`src/rtl/dmvm_scheduler.sv`:
```
// Batch sequencer for the DMVM attention-coefficient engine: one sub-graph in flight at a time.
// Latency: start -> dmvm_valid_o in 2 cycles min; engine ready -> coef_valid_o in 1 cycle.
// Backpressure: coef_ready_i low holds the coefficient set and keeps the engine idle.
module dmvm_scheduler #(
   parameter int NUM_OF_NODES   = 168,
   parameter int NUM_NODE_WIDTH = $clog2(NUM_OF_NODES),
   parameter int SG_W           = 16,
   parameter int TOTAL_W        = 24,
   parameter int TIMEOUT_CYCLES = 4096,
   parameter int TO_W           = $clog2(TIMEOUT_CYCLES)
) (
   input  logic                      clk,
   input  logic                      rst,
   input  logic                      start_i,
   input  logic [SG_W-1:0]           num_subgraphs_i,
   input  logic                      abort_i,
   input  logic                      a_valid_i,
   output logic                      dmvm_valid_o,
   input  logic                      dmvm_ready_i,
   input  logic [NUM_NODE_WIDTH-1:0] num_of_nodes_i,
   output logic                      coef_valid_o,
   input  logic                      coef_ready_i,
   output logic [SG_W-1:0]           coef_sg_idx_o,
   output logic [NUM_NODE_WIDTH-1:0] coef_num_nodes_o,
   output logic                      busy_o,
   output logic                      done_o,
   output logic                      err_timeout_o,
   output logic [TOTAL_W-1:0]        total_nodes_o
);

   typedef enum logic [2:0] {
      S_IDLE,
      S_WAIT_A,
      S_RUN,
      S_HANDOFF,
      S_DONE
   } state_t;

   localparam logic [TO_W-1:0] WD_LAST = TO_W'(TIMEOUT_CYCLES - 1);

   state_t                    state_q, state_d;
   logic [SG_W-1:0]           n_q, n_d;
   logic [SG_W-1:0]           sg_idx_q, sg_idx_d;
   logic [TO_W-1:0]           wd_q, wd_d;
   logic                      dmvm_valid_q, dmvm_valid_d;
   logic                      coef_valid_q, coef_valid_d;
   logic [SG_W-1:0]           coef_sg_idx_q, coef_sg_idx_d;
   logic [NUM_NODE_WIDTH-1:0] coef_num_nodes_q, coef_num_nodes_d;
   logic                      busy_q, busy_d;
   logic                      done_q, done_d;
   logic                      err_q, err_d;
   logic [TOTAL_W-1:0]        total_q, total_d;

   always_comb begin
      state_d          = state_q;
      n_d              = n_q;
      sg_idx_d         = sg_idx_q;
      wd_d             = wd_q;
      dmvm_valid_d     = dmvm_valid_q;
      coef_valid_d     = coef_valid_q;
      coef_sg_idx_d    = coef_sg_idx_q;
      coef_num_nodes_d = coef_num_nodes_q;
      done_d           = 1'b0;
      err_d            = err_q;
      total_d          = total_q;

      case (state_q)
         S_IDLE: begin
            if (start_i && !abort_i) begin
               err_d = 1'b0;
               if (num_subgraphs_i != '0) begin
                  n_d      = num_subgraphs_i;
                  sg_idx_d = '0;
                  total_d  = '0;
                  state_d  = S_WAIT_A;
               end else begin
                  done_d = 1'b1;
               end
            end
         end
         S_WAIT_A: begin
            if (a_valid_i) begin
               state_d      = S_RUN;
               dmvm_valid_d = 1'b1;
               wd_d         = '0;
            end
         end
         S_RUN: begin
            // Engine completion takes precedence over a watchdog expiring in the same cycle.
            if (dmvm_ready_i) begin
               dmvm_valid_d     = 1'b0;
               coef_valid_d     = 1'b1;
               coef_num_nodes_d = num_of_nodes_i;
               coef_sg_idx_d    = sg_idx_q;
               total_d          = total_q + TOTAL_W'(num_of_nodes_i);
               wd_d             = '0;
               state_d          = S_HANDOFF;
            end else if (wd_q == WD_LAST) begin
               err_d        = 1'b1;
               dmvm_valid_d = 1'b0;
               wd_d         = '0;
               state_d      = S_IDLE;
            end else begin
               wd_d = wd_q + TO_W'(1);
            end
         end
         S_HANDOFF: begin
            if (coef_valid_q && coef_ready_i) begin
               coef_valid_d = 1'b0;
               if (sg_idx_q == n_q - SG_W'(1)) begin
                  state_d = S_DONE;
                  done_d  = 1'b1;
               end else begin
                  sg_idx_d     = sg_idx_q + SG_W'(1);
                  dmvm_valid_d = 1'b1;
                  wd_d         = '0;
                  state_d      = S_RUN;
               end
            end
         end
         S_DONE: begin
            state_d = S_IDLE;
         end
         default: begin
            state_d = S_IDLE;
         end
      endcase

      // Abort leaves the error flag and node total as they were.
      if (abort_i && (state_q != S_IDLE)) begin
         state_d      = S_IDLE;
         dmvm_valid_d = 1'b0;
         coef_valid_d = 1'b0;
         done_d       = 1'b0;
         wd_d         = '0;
         err_d        = err_q;
         total_d      = total_q;
      end

      busy_d = (state_d != S_IDLE);
   end

   always_ff @(posedge clk or posedge rst) begin
      if (rst) begin
         state_q          <= S_IDLE;
         n_q              <= '0;
         sg_idx_q         <= '0;
         wd_q             <= '0;
         dmvm_valid_q     <= 1'b0;
         coef_valid_q     <= 1'b0;
         coef_sg_idx_q    <= '0;
         coef_num_nodes_q <= '0;
         busy_q           <= 1'b0;
         done_q           <= 1'b0;
         err_q            <= 1'b0;
         total_q          <= '0;
      end else begin
         state_q          <= state_d;
         n_q              <= n_d;
         sg_idx_q         <= sg_idx_d;
         wd_q             <= wd_d;
         dmvm_valid_q     <= dmvm_valid_d;
         coef_valid_q     <= coef_valid_d;
         coef_sg_idx_q    <= coef_sg_idx_d;
         coef_num_nodes_q <= coef_num_nodes_d;
         busy_q           <= busy_d;
         done_q           <= done_d;
         err_q            <= err_d;
         total_q          <= total_d;
      end
   end

   assign dmvm_valid_o     = dmvm_valid_q;
   assign coef_valid_o     = coef_valid_q;
   assign coef_sg_idx_o    = coef_sg_idx_q;
   assign coef_num_nodes_o = coef_num_nodes_q;
   assign busy_o           = busy_q;
   assign done_o           = done_q;
   assign err_timeout_o    = err_q;
   assign total_nodes_o    = total_q;

endmodule

```
`config.mk`:
```
export PLATFORM = sky130hd
export DESIGN_NAME = dmvm_scheduler
export DESIGN_NICKNAME = d
export VERILOG_FILES = /design/src/rtl/dmvm_scheduler.sv
export SDC_FILE = /design/constraint.sdc
export NUM_CORES = 1
export LEC_CHECK = 0
export ABC_AREA = 1
export CELL_PAD_IN_SITES_DETAIL_PLACEMENT = 2
export CELL_PAD_IN_SITES_GLOBAL_PLACEMENT = 2
export CORE_MARGIN = 5
export CORE_UTILIZATION = 34
export DETAILED_ROUTE_END_ITERATION = 10
export PLACE_DENSITY_LB_ADDON = 0.1
export SETUP_SLACK_MARGIN = 0.2
export SYNTH_ARGS = -nofsm -noshare
export SYNTH_HDL_FRONTEND = slang
export SYNTH_SLANG_ARGS = --single-unit
```
`constraint.sdc`:
```
create_clock -name clk -period 5.6 [get_ports clk]
set_input_delay 1.12 -clock clk [delete_from_list [all_inputs] [get_ports clk]]
set_output_delay 1.12 -clock clk [all_outputs]
set_load 0.1 [all_outputs]
```
==> flow_summary_export.csv <==
group,metric,value,unit
outcome,outcome,"complete, no violations",
layout,antenna_cells,0,
timing,tightest_slew,1070,ps
drt,wirelength,20.2,mm
timing,layout_min_cycle_time,3760,ps
yosys,post_synth_most_frequent_cells,"242 x sky130_fd_sc_hd__nand2_1, 100 x sky130_fd_sc_hd__dfrtp_1, 92 x sky130_fd_sc_hd__inv_1, 77 x sky130_fd_sc_hd__nor2_1, 59 x sky130_fd_sc_hd__nand3_1",
timing,maxSlewHeadroom,28.3,%
cts,clk_pin_slew,80,ps
cts,holdBufCountCts,0,
yosys,leading_register_cell_type_out_of_synthesis,"sky130_fd_sc_hd__dfrtp_1",
cts,clkLatencyLatePin,360,ps
drt,via_per_instance_ratio,5.10,
worst_setup_path,cp_data_arrival_time,4070,ps
worst_setup_path,setup.worst_path.end_class,"flip-flop",
yosys,yosys.area.top_type,"sky130_fd_sc_hd__dfrtp_1",
floorplan,dieHeight,142,um
yosys,syn_avg_cell_area,7.30,um^2
layout,syn_to_final_growth,23.0,%
cts,clockBufferDepth,2,
grt,antenna_found_initial,0,
layout,design.final.nets,933,
drt,detail-route-antenna-nets,0,
floorplan,floorplan.initialDensity,34.5,%
timing,clock-skew-final,9.72,ps
worst_setup_path,timing.critical_path.fanout_max,38,
grt,global_route.usage.met1,24.8,%
grt,grt.busiest_layer,"met2",
power_and_ir_drop,p_leak,3.32,nW
placed_design,dpl.hpwl,15.4,mm
yosys,postSynthNetCount,855,
timing,unrepaired_setup_endpoints_after_global_routing,"false",
yosys,yosys-top-cells-area,"sky130_fd_sc_hd__dfrtp_1 42%, sky130_fd_sc_hd__nand2_1 15%, sky130_fd_sc_hd__inv_1 5.8%",
cts,cts_buffers,9,
worst_setup_path,critical_path.reg2reg.startpoint,"state_q[0]$_DFF_PP0_",
yosys,synth_enable_flop_cells,0,
floorplan,placement_row_count,48,
worst_setup_path,cpMostUsedCell,"sky130_fd_sc_hd__inv_1",
grt,global_route.usage.met3,2.45,%
yosys,synthesis.area,5930,um^2
yosys,yosysWarningCount,0,
grt,grt-ovfl-total,0,
placed_design,placedInstanceArea,6980,um^2
placed_design,global_placer_s_final_weighted_congestion,0.822,
floorplan,core_area,17200,um^2
worst_setup_path,worst-r2r-cell-count,12,
floorplan,die-width,142,um
drt,avgRoutedWirePerCell,18.0,um
worst_setup_path,crit_required,5900,ps
floorplan,floorplan.die_area,20200,um^2
worst_setup_path,crit_type,"in2reg",
min_path,min_path_type,"reg2reg",
power_and_ir_drop,power.ir.vdd_worst,0.000265,V
yosys,synth_sequential_area_ratio,42.2,%
job,max-cap-violations,0,
yosys,post_synth_inst_count,812,
worst_setup_path,critical_path_cell_count,9,
yosys,ys_types,39,
power_and_ir_drop,cellPowerDensity,455,nW/um^2
grt,global_route.usage.total,20.7,%
floorplan,io_pins,84,
grt,globalRouteMet2Util,38.8,%
yosys,synth_most_common_cell,"sky130_fd_sc_hd__nand2_1",
worst_setup_path,startpoint,"dmvm_ready_i",
worst_setup_path,path_delay_family,"buffers and inverters",
worst_setup_path,worstPathBufferInverterCount,4,
drt,drt_drc_violations_left,0,
layout,fill_cells,2043,
layout,layout-drive-gt1-share,5.59,%
timing,totalNegativeSetupSlack,0,ps
grt,largest_net_degree_at_the_start_of_global_routing,78,
cts,ctsHtreeMaxLevel,3,
layout,layout.cell_area.non_filler,7290,um^2
placed_design,io_buffer_count,83,
worst_setup_path,crit_slowest_cell,"sky130_fd_sc_hd__inv_1",
timing,finalHoldViolCount,0,
cts,post_cts_buffers,0,
worst_setup_path,cp-start-kind,"primary input",
worst_setup_path,timing.critical_path.cells,"clkdlybuf4s50_1 > inv_1 > nor2_1 > inv_1 > nand2_1 > a211oi_1 > a21oi_1 > inv_1 > nand2_1",
cts,cell_at_the_root_of_the_clock_tree,"sky130_fd_sc_hd__clkbuf_16",
grt,grt_pass1_wl,33.6,mm
timing,setup_viol,0,
yosys,synth_top_area_share,42.2,%
timing,max_freq,266,MHz
min_path,hold_path.startpoint,"dmvm_valid_o$_DFFE_PP0P_",
timing,timing.final.crit_share,67.2,%
drt,dr.pass1.iters,4,
cts,clock_tree_from_tritoncts,"yes",
grt,first_global_vias,6504,
yosys,ys_ff_latch,100,
timing,maxSlewViolCount,0,
cts,post_cts_resized,0,
min_path,holdPathStages,2,
drt,detailedRoute.firstIterationViolations,177,
yosys,asyncSetResetFlopFracSynth,100,%
cts,cts_num_sinks,100,
drt,route.vias.total,5711,
worst_setup_path,cp_slowest_stage_delay,750,ps
-- cell usage in the layout (no fill, tap or decap), drive strengths merged, types with 2 or more instances in the layout --
cell type	instances
o21a	2
nand3b	5
ha	11
nand3	60
clkinvlp	3
nor2	90
xnor2	10
nand4	19
a211oi	2
nand2	248
a31oi	3
buf	4
a21oi	20
dfrtp	100
o21ai	70
o21bai	2
clkbuf	9
nor3	19
clkdlybuf4s50	83
inv	97
nor3b	4
xor2	25
or2	2
-- metrics by stage --
| stage | hold slack, ps | instances | setup slack (ps) | power (mW) | util (%) |
|---|---|---|---|---|---|
| floorplan | 468 | 812 | 1860 | 2.20 | - |
| global placement | 459 | 1104 | 1700 | 2.59 | 40.6 |
| detailed placement | 465 | 1104 | 1400 | 2.67 | 40.6 |
| CTS | 485 | 1120 | 1750 | 3.37 | 42.4 |
| global route | 515 | 1120 | 1490 | 3.54 | 42.4 |
| finish | 475 | 1120 | 1840 | 3.32 | 42.4 |
-- where the power goes --
part | internal [mW] | switching, mW | leakage [nW]
logic | 0.422 | 1.21 | 1.84
clock network | 0.354 | 0.317 | 0.141
registers | 0.855 | 0.163 | 1.34
-- kinds of logic (layout without fill, tap and decap cells) --
logic type      count (synthesis)  in the layout  share of synthesized area [%]
xor+xnor                       35             35                           5.17
buf+inv                       114            197                           7.52
compound gates                103            103                           9.33
fa+ha+maj                      12             12                           2.66
simple gates                  448            448                           33.1
flops                         100            100                           42.2
-- final timing paths --
path                                                 endpoint  slack [ps]
max in group asynchronous       total_nodes_o[13]$_DFFE_PP0P_        3340
worst max register to register               busy_o$_DFF_PP0_        2230
worst min-delay path                 dmvm_valid_o$_DFFE_PP0P_         480
min in group asynchronous                  n_q[3]$_DFFE_PP0P_        1340
worst min register to register       dmvm_valid_o$_DFFE_PP0P_         480
worst max-delay path                         busy_o$_DFF_PP0_        1840
-- final cells by class --
cell class,count,area [um^2],area share [%]
multi-input cells,598,2980,40.9
repair buffers,87,861,11.8
flip-flops and latches,100,2500,34.3
clock buffers,9,225,3.09
clock inverters,7,81.3,1.12
inverters,94,355,4.88
well taps,225,282,3.86
-- worst min-delay path: stages, from the launching register on --
cell and delay (ps):
sky130_fd_sc_hd__dfrtp_1 350, sky130_fd_sc_hd__nand2_1 50, sky130_fd_sc_hd__nand2_1 40
-- layer usage --
layer / part of all wire [%] / wire (um)
met1: 43 / 8680
met3: 2.1 / 426
met2: 53 / 10800
met4: 1.6 / 333
met5: 0 / 0
-- flip-flops by register name (all words and copies together), names as in the netlist --
register and cells:
total_nodes_o 24, coef_sg_idx_o 16, n_q 16, sg_idx_q 16, wd_q 12, coef_num_nodes_o 8
state_q 3, busy_o 1, coef_valid_o 1, dmvm_valid_o 1, done_o 1, err_timeout_o 1
Power figures use the tool's default switching activity.
